$ cat config.mk
export PLATFORM = sky130hd
export DESIGN_NAME = summator_operand_ctrl
export DESIGN_NICKNAME = d
export VERILOG_FILES = /design/src/rtl/summator_operand_ctrl_pkg.sv /design/src/rtl/summator_operand_ctrl.sv
export SDC_FILE = /design/constraint.sdc
export NUM_CORES = 1
export LEC_CHECK = 0
export BUFFER_PORTS_ARGS = -buffer_cell sky130_fd_sc_hd__buf_2
export CAP_MARGIN = 10
export CORE_UTILIZATION = 55
export CTS_CLUSTER_DIAMETER = 100
export CTS_CLUSTER_SIZE = 30
export DETAILED_ROUTE_END_ITERATION = 8
export PLACE_DENSITY = 0.83
export SETUP_SLACK_MARGIN = 0.4
export SLEW_MARGIN = 10
export SYNTH_ARGS = -nofsm -noshare
export SYNTH_HDL_FRONTEND = slang
export SYNTH_SLANG_ARGS = --single-unit
$ cat constraint.sdc
create_clock -name clk -period 4.2 [get_ports clk]
set_input_delay 0.84 -clock clk [delete_from_list [all_inputs] [get_ports clk]]
set_output_delay 0.84 -clock clk [all_outputs]
set_load 0.01 [all_outputs]
$ cat src/rtl/summator_operand_ctrl_pkg.sv
// Shared definitions for the summator operand controller.
//   - state_e  : FSM state encoding (load a, load b, settle, result)
//   - DefaultWidth : default operand/result width, matches the 8-bit summator
//   - CntWidth : settle counter width (supports SETTLE_CYCLES up to 15)
package summator_operand_ctrl_pkg;

    localparam int unsigned DefaultWidth = 8;
    localparam int unsigned CntWidth     = 4;

    typedef enum logic [1:0] {
        StLoadA  = 2'd0,
        StLoadB  = 2'd1,
        StSettle = 2'd2,
        StResult = 2'd3
    } state_e;

endpackage

$ cat src/rtl/summator_operand_ctrl.sv
// Operand sequencer placed directly in front of a combinational summator.
// Pairs consecutive input bytes into operands a and b, holds them on the summator
// inputs for SETTLE_CYCLES clocks, captures the sum with carry and signed-overflow
// flags, and offers the result downstream over valid/ready. One pair in flight.
//
// Ports:
//   clk, rst_n          clock (rising edge), asynchronous active-low reset
//   in_data/valid/ready byte stream input; first byte of a pair is a, second is b
//   sum_a, sum_b        operands driven to the summator
//   sum_in              summator output
//   res_data/carry/ovf  captured sum and flags
//   res_valid/ready     result handshake
//   busy                high while settling or presenting a result
module summator_operand_ctrl
    import summator_operand_ctrl_pkg::*;
#(
    parameter int unsigned WIDTH         = DefaultWidth,
    parameter int unsigned SETTLE_CYCLES = 1
) (
    input  logic             clk,
    input  logic             rst_n,
    input  logic [WIDTH-1:0] in_data,
    input  logic             in_valid,
    output logic             in_ready,
    output logic [WIDTH-1:0] sum_a,
    output logic [WIDTH-1:0] sum_b,
    input  logic [WIDTH-1:0] sum_in,
    output logic [WIDTH-1:0] res_data,
    output logic             res_carry,
    output logic             res_ovf,
    output logic             res_valid,
    input  logic             res_ready,
    output logic             busy
);

    // Counter reload value: capture happens SETTLE_CYCLES edges after b is taken.
    localparam logic [CntWidth-1:0] CntInit = CntWidth'(SETTLE_CYCLES - 1);

    state_e              state_q, state_d;
    logic [CntWidth-1:0] cnt_q, cnt_d;
    logic                in_ready_q, in_ready_d;
    logic [WIDTH-1:0]    sum_a_q, sum_a_d;
    logic [WIDTH-1:0]    sum_b_q, sum_b_d;
    logic [WIDTH-1:0]    res_data_q, res_data_d;
    logic                res_carry_q, res_carry_d;
    logic                res_ovf_q, res_ovf_d;
    logic                res_valid_q, res_valid_d;
    logic                in_xfer;

    // in_ready is registered, so a transfer is decided by the flopped value.
    assign in_xfer = in_valid && in_ready_q;

    always_comb begin
        state_d     = state_q;
        cnt_d       = cnt_q;
        in_ready_d  = in_ready_q;
        sum_a_d     = sum_a_q;
        sum_b_d     = sum_b_q;
        res_data_d  = res_data_q;
        res_carry_d = res_carry_q;
        res_ovf_d   = res_ovf_q;
        res_valid_d = res_valid_q;

        case (state_q)
            StLoadA: begin
                // Also covers the first edge after reset, where in_ready is still 0.
                in_ready_d = 1'b1;
                if (in_xfer) begin
                    sum_a_d = in_data;
                    state_d = StLoadB;
                end
            end
            StLoadB: begin
                in_ready_d = 1'b1;
                if (in_xfer) begin
                    sum_b_d    = in_data;
                    cnt_d      = CntInit;
                    in_ready_d = 1'b0;
                    state_d    = StSettle;
                end
            end
            StSettle: begin
                in_ready_d = 1'b0;
                if (cnt_q != '0) begin
                    cnt_d = cnt_q - 1'b1;
                end else begin
                    res_data_d  = sum_in;
                    // A modular sum smaller than an operand means it wrapped.
                    res_carry_d = (sum_in < sum_a_q);
                    res_ovf_d   = (sum_a_q[WIDTH-1] == sum_b_q[WIDTH-1]) &&
                                  (sum_in[WIDTH-1] != sum_a_q[WIDTH-1]);
                    res_valid_d = 1'b1;
                    state_d     = StResult;
                end
            end
            StResult: begin
                if (res_ready) begin
                    res_valid_d = 1'b0;
                    in_ready_d  = 1'b1;
                    state_d     = StLoadA;
                end
            end
            default: begin
                state_d = StLoadA;
            end
        endcase
    end

    always_ff @(posedge clk or negedge rst_n) begin
        if (!rst_n) begin
            state_q     <= StLoadA;
            cnt_q       <= '0;
            in_ready_q  <= 1'b0;
            sum_a_q     <= '0;
            sum_b_q     <= '0;
            res_data_q  <= '0;
            res_carry_q <= 1'b0;
            res_ovf_q   <= 1'b0;
            res_valid_q <= 1'b0;
        end else begin
            state_q     <= state_d;
            cnt_q       <= cnt_d;
            in_ready_q  <= in_ready_d;
            sum_a_q     <= sum_a_d;
            sum_b_q     <= sum_b_d;
            res_data_q  <= res_data_d;
            res_carry_q <= res_carry_d;
            res_ovf_q   <= res_ovf_d;
            res_valid_q <= res_valid_d;
        end
    end

    assign in_ready  = in_ready_q;
    assign sum_a     = sum_a_q;
    assign sum_b     = sum_b_q;
    assign res_data  = res_data_q;
    assign res_carry = res_carry_q;
    assign res_ovf   = res_ovf_q;
    assign res_valid = res_valid_q;
    assign busy      = (state_q == StSettle) || (state_q == StResult);

endmodule

Word-level counts from Yosys, hierarchy flattened:

Cells that the tools add are included.

* $add $sub $neg: 1
* multipliers: 0
* div/mod/pow operators: 0
* order comparisons: 1
* equality and inequality tests: 10
* shift-type cells: 0
* mux-type cells: 14
* bitwise gates (word level): 1
* reductions and logical operators: 13

Operator list (count)
* 2-bit inequality test (second input constant): 5
* 8-bit less-than comparator: 1
* 2-bit 2-to-1 mux: 4
* 4-bit 2-to-1 mux: 2
* 2-bit one-hot mux with 4 select lines: 1
* 4-bit one-hot mux with 2 select lines: 1
* 2-bit AND reduction: 3
* 3-bit AND reduction: 2
* 2-bit equality test (second input constant): 2
* 1-bit 2-to-1 mux: 4
* 1-bit one-hot mux with 4 select lines: 1
* 4-bit AND reduction: 1
* 2-bit nonzero test: 2
* 4-bit nonzero test: 1
* 4-bit by 1-bit subtractor with 4-bit output (second input constant): 1
* 2-bit by 1-bit equality test with 1-bit output (second input constant): 1
* 1-bit logical AND: 2
* 2-bit logical NOT: 1
* 1-bit one-hot mux with 2 select lines: 1
* 1-bit equality test: 1
* 1-bit logical OR: 1
* 1-bit inequality test: 1
* 1-bit inverter: 1

* register bits: 34
* bits in latches: 0
* RAM bits: 0
* memory bits (read-only): 0
* input port bits: 20
* output and inout bits: 29
* logic and storage cells: 49
* memories kept: 0

Depth between registers and ports, before layout:

* depth after elaboration: 3
* mapped depth: 8

Worst setup path after synthesis:

OpenSTA, ideal clock, no wires.

* path kind: register to output
* from: register state_q[0]
* to: output busy
* data arrival time: 1076 ps
* data required time: 3360 ps
* slack: 2284 ps
* cell stages (with the launch flop): 5
* path through: dfrtp_1 -> inv_1 -> ha_1 -> buf_4 -> or2_2

* longest elaborated chain between the ends: 2
* elaborated cells on any way between the ends: 3
* those cells by class: 2 x eq/ne; 1 x reduce/logical

Ends and longest elaborated chain
* start: declaration: RTL line summator_operand_ctrl.sv:39 `state_e state_q, state_d;`
* start signal: assignment: RTL line summator_operand_ctrl.sv:111 `state_q <= StLoadA;`
* start signal: assignment: RTL line summator_operand_ctrl.sv:121 `state_q <= state_d;`
* 2-bit equality test: RTL line summator_operand_ctrl.sv:140 `assign busy = (state_q == StSettle) || (state_q == StResult);`
* 1-bit logical OR (*): RTL line summator_operand_ctrl.sv:140
* end: declaration: RTL line summator_operand_ctrl.sv:33 `output logic busy`

Every way passes the cells marked *; elsewhere a longest branch is shown, timed or not.

Final worst setup path:

Ends and elaborated chain as after synthesis.

==> results.py <==
metrics = {
    "drt": {
        "drtPass1Iterations": 8,
        "drtIter0Drc": 22,
        "antenna_left": 0,
        "vias": 1195,
        "drc": 2,
        "drt_wl_total_um": 3310,
        "avgRoutedWirePerCell_um": 14.9,
        "viasPerCell": 5.38,
    },
    "min_path": {
        "hold_depth": 1,
        "whs_endpoint": "res_data[3]$_DFFE_PN0P_",
        "min_from": "res_data[3]$_DFFE_PN0P_",
        "hp-class": "reg2reg",
    },
    "grt": {
        "grt_pass1_wl_um": 5550,
        "antenna_found_initial": 0,
        "grtUsageTotal_pct": 23.0,
        "grt_overflow_total": 0,
        "grt_start_max_net_pins": 35,
        "grt_pass1_vias": 1232,
    },
    "setup_path": {
        "r2r_cells": 4,
        "crit_arrival_ns": 1.61,
        "crit_family": "flip-flops",
        "start_kind": "flop",
        "ff2ff_setup_slack_ns": 1.90,
        "critPathSlowestCell": "dfrtp_1",
        "r2r_end": "res_data[1]$_DFFE_PN0P_",
        "crit_buf_inv": 2,
        "end_kind": "primary output",
        "cpPeakStageDelay_ns": 0.42,
        "crit_type": "reg2out",
        "critical_path.cell_chain": "inv_1 -> ha_1 -> or2_2 -> buf_2",
        "critPathRequiredTime_ns": 3.36,
        "crit_fanout": 9,
        "reg2reg_from": "state_q[0]$_DFFE_PN0P_",
    },
    "synthesis": {
        "synth_nets": 172,
        "syn_area_mm2": 0.00172,
        "synth_top_area_share_pct": 49.6,
        "async_flop_share_pct": 100,
        "yosys-top-cells-count": "34 x dfrtp_1, 22 x mux2_2, 17 x inv_1, 14 x ha_1, 7 x o21ai_0",
        "syn_inst": 138,
        "yosys.area.top_type": "dfrtp_1",
        "yosys-top-cells-area": "dfrtp_1 50%, mux2_2 14%, ha_1 10%, inv_1 3.7%, mux2_4 2.6%",
        "ys_seq_area_share_pct": 49.6,
        "synth_area_per_cell_um2": 12.4,
        "yosysWarnings": 0,
        "ys_ff_latch": 34,
        "ys_dominant_reg_cell": "dfrtp_1",
        "synth-edff-count": 0,
        "synth_most_common_cell": "dfrtp_1",
        "synth.distinct_cells": 29,
    },
    "place": {
        "dp_slack_ns": 1.92,
        "portBuffers": 48,
        "routabilityCongestion": 0.810,
        "dp_hpwl_um": 2540,
        "dp.cells": 214,
    },
    "clock_tree": {
        "clock_tree.root_cell": "clkbuf_4",
        "path_clk_slew_ns": 0.10,
        "clk-insertion-delay-late_ns": 0.34,
        "cts_buffer_depth": 2,
        "cts_tree": "yes",
        "postCtsHoldBufs": 0,
        "numCtsBuffers": 5,
        "h-tree-depth": 2,
        "cts_setup_buffers": 0,
        "cts.repair.resized": 0,
        "clkSinkCount": 34,
    },
    "floorplanning": {
        "die_h_um": 57.8,
        "rows": 19,
        "ioPinCount": 49,
        "core_area_mm2": 0.00285,
        "fp.dieW_um": 57.8,
        "initial_core_util_pct": 60.1,
        "die_area_mm2": 0.00335,
    },
    "timing": {
        "hold_viol": 0,
        "fmax_mhz": 408,
        "tns_ns": 0,
        "fin_crit_sh_pct": 58.4,
        "setup_slack_ns": 1.75,
        "maxSlewViolCount": 0,
        "finClkSkew_ns": 0.00426,
        "tightest_slew_ns": 1.00,
        "setup_viol": 0,
        "slew_headroom_pct": 33.0,
        "final.min_clock_period_ns": 2.45,
        "rsz0062_at_grt": "false",
    },
    "cells_and_area": {
        "nFillCells": 218,
        "drive_gt1_share_pct": 46.1,
        "fin_cells": 222,
        "diodes": 0,
        "final_util_pct": 70.8,
        "layout.nets": 224,
        "syn2layout_area_growth_pct": 17.8,
    },
    "outcome": {
        "violations": "design-rule violations",
        "status": "complete, but fails checks",
    },
    "run": {
        "max-cap-violations": 0,
    },
    "power_and_ir_drop": {
        "power.density_mw_per_mm2": 778,
        "p_leak_uw": 0.00101,
        "peakVddDrop_mv": 0.447,
    },
}
-- kinds of logic after synthesis --
| group | share of synthesized area, % |
|---|---|
| AOI/OAI and AO/OA | 8.83 |
| xor gates and xnor gates | 0.511 |
| adders and majority gates | 10.2 |
| buffers and inverters | 5.69 |
| DFF | 49.6 |
| muxes | 17.1 |
| and+or+nand+nor | 8.10 |
-- layout by cell type (no fill, tap or decap), types with 5 or more instances in the layout --
cell type   n
mux2_2     22
inv_1      17
ha_1       14
nand2_1     6
clkbuf_4    5
o21ai_0     7
dfrtp_1    34
buf_2      48
-- worst max-delay path by stage --
stage,endpoint,cells past startpoint,startpoint,slack [ns]
6_report,busy,4,state_q[0]$_DFFE_PN0P_,1.75
5_1_grt,busy,4,state_q[0]$_DFFE_PN0P_,1.63
4_1_cts,busy,4,state_q[0]$_DFFE_PN0P_,1.72
3_5_place_dp,res_data[1]$_DFFE_PN0P_,4,state_q[0]$_DFFE_PN0P_,1.92
3_3_place_gp,res_data[2]$_DFFE_PN0P_,4,state_q[0]$_DFFE_PN0P_,2.04
2_1_floorplan,busy,4,state_q[0]$_DFFE_PN0P_,2.28
-- layer usage --
| metal | GRT usage (%) | part of all wire, % | routed length, um |
|---|---|---|---|
| met5 | 0 | 0 | 0 |
| met4 | 10.2 | 1.6 | 52 |
| met3 | 7.59 | 5.0 | 165 |
| met2 | 39.1 | 50 | 1650 |
| met1 | 26.3 | 44 | 1450 |
-- power by group --
group,total [uW],switching (uW),internal (uW),leakage (uW)
Clock,191,110,81.1,0.0000353
Combinational,779,389,390,0.000569
Sequential,602,113,490,0.000409
Total,1570,611,961,0.00101
-- metrics by stage --
step                hold slack [ns]  cell area, um2  total power [uW]
finish                        0.510            2020              1570
floorplan                     0.473            1720              1140
global route                  0.532            2020              1690
CTS                           0.513            2020              1590
global placement              0.481            1960              1340
detailed placement            0.491            1960              1400
-- flip-flops by register name, indices dropped and copies added, names as in the netlist --
signal,count
state_q,2
res_data,8
res_valid,1
in_ready,1
cnt_q,4
res_ovf,1
sum_a,8
res_carry,1
sum_b,8
-- final cells by class --
type | instances | area (um2) | area share (%)
clock buffers | 7 | 55.1 | 2.72
inverters | 17 | 63.8 | 3.16
flip-flops and latches | 34 | 851 | 42.1
well taps | 31 | 38.8 | 1.92
clock inverters | 1 | 5.00 | 0.248
repair buffers | 48 | 240 | 11.9
multi-input cells | 84 | 767 | 38.0
Power figures use the tool's default switching activity.
